`src/rtl/nn_stream_wrapper.sv`:
```
// Stream wrapper around an NN layer chain: fill input buffer, req/ack the chain, drain results.
// Optional build macro NN_OUT_RELU_EN clamps negative output samples to zero on the output register load.
module nn_stream_wrapper #(
    parameter int DATA_W = 8,
    parameter int N_IN   = 2,
    parameter int N_OUT  = 1,
    parameter int IN_AW  = 1,
    parameter int OUT_AW = 1
) (
    input  logic                     clk,
    input  logic                     rst,
    input  logic                     start,
    input  logic                     in_valid,
    output logic                     in_ready,
    input  logic signed [DATA_W-1:0] in_data,
    output logic                     core_req,
    input  logic                     core_ack,
    input  logic        [IN_AW-1:0]  core_rd_addr,
    output logic signed [DATA_W-1:0] core_rd_data,
    input  logic                     core_wr_en,
    input  logic        [OUT_AW-1:0] core_wr_addr,
    input  logic signed [DATA_W-1:0] core_wr_data,
    output logic                     out_valid,
    input  logic                     out_ready,
    output logic signed [DATA_W-1:0] out_data,
    output logic                     out_last,
    output logic                     busy,
    output logic                     done
);

    typedef enum logic [1:0] {IDLE, FILL, RUN, DRAIN} state_t;

    localparam logic [IN_AW-1:0]  IN_LAST   = IN_AW'(N_IN - 1);
    localparam logic [OUT_AW-1:0] OUT_LAST  = OUT_AW'(N_OUT - 1);
    localparam logic [IN_AW:0]    IN_DEPTH  = (IN_AW + 1)'(N_IN);
    localparam logic [OUT_AW:0]   OUT_DEPTH = (OUT_AW + 1)'(N_OUT);

    state_t state, state_nxt;

    logic        [IN_AW-1:0]  in_cnt;
    logic        [OUT_AW-1:0] out_cnt;
    logic signed [DATA_W-1:0] in_mem  [2**IN_AW];
    logic signed [DATA_W-1:0] out_mem [2**OUT_AW];

    logic in_fire, out_fire, in_final, out_final, wr_ok, wr_bypass;

    assign in_fire   = in_valid & in_ready;
    assign out_fire  = out_valid & out_ready;
    assign in_final  = in_fire && (in_cnt == IN_LAST);
    assign out_final = out_fire && (out_cnt == OUT_LAST);
    assign wr_ok     = (state == RUN) && core_wr_en && ({1'b0, core_wr_addr} < OUT_DEPTH);
    // A result written to slot 0 on the ack edge must reach the first output beat directly.
    assign wr_bypass = wr_ok && (core_wr_addr == '0);

    function automatic logic signed [DATA_W-1:0] shape(input logic signed [DATA_W-1:0] v);
`ifdef NN_OUT_RELU_EN
        return v[DATA_W-1] ? '0 : v;
`else
        return v;
`endif
    endfunction

    always_ff @(posedge clk) begin
        if (rst) state <= IDLE;
        else     state <= state_nxt;
    end

    always_comb begin
        state_nxt = state;
        unique case (state)
            IDLE:  if (start)     state_nxt = FILL;
            FILL:  if (in_final)  state_nxt = RUN;
            RUN:   if (core_ack)  state_nxt = DRAIN;
            DRAIN: if (out_final) state_nxt = IDLE;
            default:              state_nxt = IDLE;
        endcase
    end

    always_comb begin
        in_ready  = (state == FILL);
        core_req  = (state == RUN);
        out_valid = (state == DRAIN);
        out_last  = (state == DRAIN) && (out_cnt == OUT_LAST);
        busy      = (state != IDLE);
    end

    always_ff @(posedge clk) begin
        if (rst) begin
            in_cnt       <= '0;
            out_cnt      <= '0;
            out_data     <= '0;
            core_rd_data <= '0;
            done         <= 1'b0;
        end else begin
            core_rd_data <= ({1'b0, core_rd_addr} < IN_DEPTH) ? in_mem[core_rd_addr] : '0;
            done         <= (state == DRAIN) && out_final;
            unique case (state)
                IDLE: begin
                    in_cnt  <= '0;
                    out_cnt <= '0;
                end
                FILL: if (in_fire) in_cnt <= in_final ? '0 : in_cnt + 1'b1;
                RUN: if (core_ack) begin
                    out_cnt  <= '0;
                    out_data <= shape(wr_bypass ? core_wr_data : out_mem[0]);
                end
                DRAIN: if (out_fire) begin
                    if (out_final) begin
                        out_cnt <= '0;
                    end else begin
                        out_cnt  <= out_cnt + 1'b1;
                        out_data <= shape(out_mem[out_cnt + 1'b1]);
                    end
                end
                default: ;
            endcase
        end
    end

    // Buffers are deliberately left out of reset.
    always_ff @(posedge clk) begin
        if (!rst && in_fire) in_mem[in_cnt] <= in_data;
        if (!rst && wr_ok)   out_mem[core_wr_addr] <= core_wr_data;
    end

endmodule

```
`config.mk`:
```
export PLATFORM = sky130hd
export DESIGN_NAME = nn_stream_wrapper
export DESIGN_NICKNAME = d
export VERILOG_FILES = /design/src/rtl/nn_stream_wrapper.sv
export SDC_FILE = /design/constraint.sdc
export NUM_CORES = 1
export LEC_CHECK = 0
export CORE_MARGIN = 5
export CORE_UTILIZATION = 45
export CTS_CLUSTER_DIAMETER = 120
export DETAILED_ROUTE_END_ITERATION = 8
export HOLD_SLACK_MARGIN = 0.12
export PLACE_DENSITY_LB_ADDON = 0.15
export SLEW_MARGIN = 20
export SYNTH_ARGS = -nofsm -noshare
export SYNTH_HDL_FRONTEND = slang
export SYNTH_SLANG_ARGS = --single-unit
```
`constraint.sdc`:
```
create_clock -name clk -period 2.4 [get_ports clk]
set_input_delay 0.24 -clock clk [delete_from_list [all_inputs] [get_ports clk]]
set_output_delay 0.24 -clock clk [all_outputs]
set_load 0.02 [all_outputs]
```
==> impl_metrics.json <==
{
  "syn-cell-area_sq_um": 2122,
  "skew_ps": 4.844,
  "routed_wl_mm": 3.959,
  "numPortBuffers": 46,
  "hold_class": "reg -> reg",
  "root_buffer": "clkbuf_8",
  "grt_use_total_pct": 13.72,
  "path_clk_slew_ps": 90,
  "ios": 47,
  "cts.htree.levels": 2,
  "cts_made_buffers": 5,
  "area_growth_pct": 32.43,
  "synth-edff-count": 32,
  "max_slew_margin_pct": 66.07,
  "fin_crit_sh_pct": 82.24,
  "syn_inst": 162,
  "cts_max_path_buffers": 2,
  "synth_ff_type": "edfxtp_1",
  "cts_setup_buffers": 0,
  "ys_types": 28,
  "drive_above_1_share_pct": 8.559,
  "holdBufCountCts": 0,
  "timing_worst_setup_path_type": "reg -> out",
  "synth_top_area_share_pct": 45.28,
  "syn_area_per_cell_sq_um": 13.10,
  "num_rows": 25,
  "period_needed_ps": 1974,
  "grt_max_degree": 21,
  "ant_nets": 0,
  "die_h_um": 78.67,
  "final_cell_mix": "clkdlybuf4s50_1, edfxtp_1, dfxtp_1, a21oi_1, mux2i_1",
  "remaining_drc_errors": 0,
  "holdWs_ps": 458.7,
  "status": "complete, no violations",
  "vias_per_cell": 5.196,
  "arrival_ps": 1730,
  "ys_top_cells_by_area": "edfxtp_1, dfxtp_1, mux2i_1, a21oi_1, a221o_1",
  "ys_ff_latch": 53,
  "antenna_found_initial": 0,
  "drv_slew": 0,
  "clock_latency_ps": 300,
  "nets": 250,
  "drv_cap": 0,
  "drt_pre_antenna_iters": 4,
  "synth.largest_area_cell": "edfxtp_1",
  "dp_hpwl_mm": 2.979,
  "drt_iter0_markers": 61,
  "n_antenna_cell": 0,
  "ys_async_sr_fraction_pct": 0,
  "vdd_drop_max_v": 0.0004661,
  "fp.coreArea_sq_um": 4661,
  "cp-end-kind": "primary output",
  "grt_first_pass_wirelength_mm": 6.589,
  "worst_pin_slew_ps": 509.0,
  "cts_tree": "built",
  "synth-seq-area-share_pct": 65.09,
  "setup_viol": 0,
  "start_util_pct": 45.53,
  "power_density_nw_per_um2": 892.1,
  "gp_congestion": 0.8308,
  "grt_pass1_vias": 1496,
  "finalPower_w": 0.002507,
  "crit_path_max_fanout": 4,
  "ys_warn_count": 0,
  "final_common_cell": "clkdlybuf4s50_1",
  "rsz0062_at_grt": "false",
  "fp.dieW_um": 78.67,
  "post_cts_resized": 0,
  "vias": 1434,
  "max_freq_mhz": 506.6,
  "hold_viol": 0,
  "fin_tns_setup_ps": 0,
  "cp-start-kind": "register",
  "worstPathRequired_ps": 2160,
  "avgRoutedWirePerCell_um": 14.34,
  "leakage_nw": 1.015,
  "cts_sinks": 53,
  "fp.dieArea_sq_um": 6189,
  "gr-total-overflow": 0
}
==> per-stage QoR <==
stage	area, sq um	setup slack [ps]	cells	utilization (%)
floorplan	2148	427.5	169	-
global placement	2676	547.8	268	57.42
global route	2810	302.1	276	60.30
CTS	2810	397.7	276	60.30
detailed placement	2676	471.3	268	57.42
finish	2810	426.2	276	60.30
==> registers in the layout, indices dropped and copies added (netlist names) <==
signal and count:
in_cnt 1, out_data 8, done 1, core_rd_data 8, out_cnt 1, out_mem 16, state 2, in_mem 16
==> cells in the mapped netlist, types with 2 or more instances <==
master	instances
nor2_1	12
nand2b_1	8
clkbuf_1	3
ha_1	4
edfxtp_1	32
nor3b_1	3
a21oi_1	19
buf_6	3
a221o_1	8
buf_2	3
inv_1	4
nor2b_1	2
mux2i_1	16
dfxtp_1	21
nand2_1	11
==> power breakdown <==
group | internal (W) | switching, W
Sequential | 0.00106 | 0.0000475
Combinational | 0.000334 | 0.000374
Clock | 0.000414 | 0.000278
Total | 0.00181 | 0.000699
==> path summary, 6_finish.rpt <==
path               start          end  slack, ps  cells past startpoint
max             state[0]     out_last        430                      3
min reg2reg  out_data[5]  out_data[5]        460                      2
max reg2reg     state[0]  out_data[1]        460                      6
min          out_data[5]  out_data[5]        460                      2
==> kinds of logic (layout without fill, tap and decap cells) <==
group | count (synthesis) | in the layout | synth area share, %
and+or+nand+nor | 40 | 40 | 9.610
DFF | 53 | 53 | 65.09
other | 1 | 8 | 0.1767
AOI/OAI and AO/OA | 34 | 34 | 11.50
adders and majority gates | 4 | 4 | 2.359
muxes | 16 | 16 | 7.547
buffers and inverters | 14 | 67 | 3.714
==> layer usage <==
| metal | routed length [um] | GRT usage, % | up-vias |
|---|---|---|---|
| met2 | 2136 | 25.47 | 40 |
| li1 | - | - | 697 |
| met1 | 1555 | 14.38 | 692 |
| met5 | 0 | 0 | - |
| met4 | 45 | 4.720 | 0 |
| met3 | 221 | 4.472 | 5 |
==> layout make-up <==
cell class / instances / area (sq um)
clock buffers: 5 / 68.82
inverters: 5 / 18.77
flip-flops and latches: 53 / 1381
multi-input cells: 102 / 688.2
clock inverters: 3 / 65.06
fillers: 394 / 1851
well taps: 54 / 67.56
repair buffers: 54 / 520.5
==> worst max-delay path: stages, from the launching register on <==
cell,delay (ps)
dfxtp_1,400
ha_1,220
nor2b_1,190
clkdlybuf4s50_1,630
No activity file was read; power rests on OpenSTA's default activity.
==> RTL edit: new RTL, same flow settings <==
`DATA_W`: 8 -> 10.
--- a/src/rtl/nn_stream_wrapper.sv
+++ b/src/rtl/nn_stream_wrapper.sv
@@ -1,7 +1,7 @@
 // Stream wrapper around an NN layer chain: fill input buffer, req/ack the chain, drain results.
 // Optional build macro NN_OUT_RELU_EN clamps negative output samples to zero on the output register load.
 module nn_stream_wrapper #(
-    parameter int DATA_W = 8,
+    parameter int DATA_W = 10,
     parameter int N_IN   = 2,
     parameter int N_OUT  = 1,
     parameter int IN_AW  = 1,
Ports: changed (resized core_rd_data, core_wr_data, in_data and out_data); port bits go from 47 to 55. No check against the original RTL was run, so the function may have changed too.
==> RTL edit against the unedited design <==
- final cell count rose by 24%
- synthesized area rose by 20%
- worst setup slack got worse by 0.055 ns
- synthesized cell count rose by 20%
- wire length rose by 17%
- sequential cell count rose by 12
- design area rose by 21%
- count of clock-buffer cells in the layout rose by 9
- total power rose by 22%
==> RTL edit: results (changes against the unedited design) <==
outcome: "completed"
drt-initial-drc-count: 85  # +39%
grt_max_degree: 22  # +4.8%
seq_area_frac_synth_pct: 67.09  # +2.0 points
grtUsageTotal_pct: 14.17  # +0.45 points
clockRootBuffer: "clkbuf_8"
grt_pass1_vias: 1655  # +11%
reg_top3: "in_mem x20, out_mem x20"
clock_latency_ns: 0.34  # +0.04 ns
via_count: 1649  # +15%
cts_setup_buffers: 0  # unchanged
intPower_mw: 2.222  # +23%
worstPathMaxFanout: 6  # +2
clockBufferDepth: 2  # unchanged
leakage_nw: 1.239  # +22%
netlist-cell-type-count: 28  # unchanged
ctsResizeCount: 0  # unchanged
crit_path_max_incr_delay_ns: 0.62
drive_above_1_share_pct: 8.550  # about the same
dp_hpwl_mm: 3.168  # +6.4%
layout.nets: 297  # +19%
avgSynthCellArea_sq_um: 13.07  # -0.20%
drt_wl_total_mm: 4.617  # +17%
cp_slowest_cell: "clkdlybuf4s50_1"
hold_path.class: "reg2reg"
antenna_cells: 0  # unchanged
yosys_warnings: 0  # unchanged
drcViolationCount: 0  # unchanged
synth_edf_count: 40  # +25%
ir_drop_v: 0.0005718  # +23%
worstMarginPinSlew_ns: 0.6502  # +0.1412 ns
grt_pass1_wl_mm: 7.955  # +21%
ys_top_cells_by_area: "edfxtp_1, dfxtp_1, mux2i_1, a21oi_1, a221o_1"
gp_congestion: 0.7548  # -9.1%
stdcell_count: 341  # +24%
placed_cells: 325  # +21%
clk_pin_slew_ns: 0.06  # -0.03 ns
synth_common_cells: "edfxtp_1, dfxtp_1, a21oi_1"
dr.pass1.iters: 4  # unchanged
port_buffers: 54  # +17%
synth_ff_type: "edfxtp_1"
clock_skew_ns: 0.009190  # +0.004346 ns
crit_arrival_ns: 1.79  # +0.06 ns
antenna_found_initial: 0  # unchanged
async_reset_ff_share_pct: 0  # unchanged
h-tree-depth: 3  # +1
cts_inserted_buffers: 9  # +4
nFillCells: 440  # +12%
## RTL edit: changes by cell type in the layout (fill, tap and decap cells not counted), sizes merged, moves of 2 or more
cell	change
edfxtp	+8
a21oi	+4
clkbuf	+9
nand2b	+2
nand2	+2
dfxtp	+4
clkdlybuf4s50	+8
a221o	+2
conb	+2
mux2i	+4
nor2	+2
## RTL edit: cell families after synthesis
logic type      after synthesis  share of synthesized area (%)
buf+inv                      18                          3.454
fa+ha+maj                     4                          1.973
other cells                   1                         0.1479
compound gates               40                          10.61
simple gates                 46                          8.831
flops                        65                          67.09
mux                          20                          7.893
## RTL edit: power groups by stage
stage | registers (mW) | clock network, mW | logic [mW]
2_1_floorplan | 1.44 | 0 | 0.419
3_3_place_gp | 1.38 | 0 | 0.772
3_5_place_dp | 1.38 | 0 | 0.774
4_1_cts | 1.36 | 0.967 | 0.778
5_1_grt | 1.37 | 1.03 | 0.855
6_report | 1.35 | 0.939 | 0.769
## RTL edit: worst max-delay path, delay by kind of cell (launching register included)
| kind | cells | cell delay, ns |
|---|---|---|
| AND/OR/NAND/NOR | 1 | 0.19 |
| flip-flops | 1 | 0.37 |
| buffers and inverters | 1 | 0.62 |
| adder cells (fa/ha/maj) | 1 | 0.28 |
## RTL edit: routing by layer
| metal | track usage, % | share of wire (%) | vias up |
|---|---|---|---|
| met4 | 5.612 | 1.6 | 0 |
| met2 | 23.02 | 49 | 43 |
| li1 | - | - | 834 |
| met5 | 0 | 0 | - |
| met1 | 16.38 | 42 | 764 |
| met3 | 6.311 | 7.2 | 8 |
## RTL edit: stage by stage
step | cell area, sq um | total power [mW] | util, % | worst slack [ns] | hold WS (ns)
3_3_place_gp | 3199 | 2.151 | 58.10 | 0.3590 | 0.4451
5_1_grt | 3407 | 3.252 | 61.87 | 0.1666 | 0.4739
4_1_cts | 3407 | 3.101 | 61.87 | 0.3464 | 0.4573
3_5_place_dp | 3199 | 2.152 | 58.10 | 0.3425 | 0.4487
2_1_floorplan | 2570 | 1.858 | - | 0.2987 | 0.3389
6_report | 3407 | 3.063 | 61.87 | 0.3714 | 0.4545
## RTL edit: final cells by class
class,instances,share of cell area [%]
inverter,5,0.5509
sequential,65,49.94
timing repair buffer,63,17.85
tap,72,2.644
clock buffer,14,5.068
clock inverter,2,1.028
multi-input combinational,120,22.92
## RTL edit: worst paths after layout
kind	start	end	slack, ns	depth (start not counted)
max	state[0]$_SDFFE_PP0P_	out_last	0.37	3
min	out_data[1]$_SDFFE_PP0P_	out_data[1]$_SDFFE_PP0P_	0.45	2
max reg2reg	state[0]$_SDFFE_PP0P_	out_data[9]$_SDFFE_PP0P_	0.42	6
min reg2reg	out_data[1]$_SDFFE_PP0P_	out_data[1]$_SDFFE_PP0P_	0.45	2
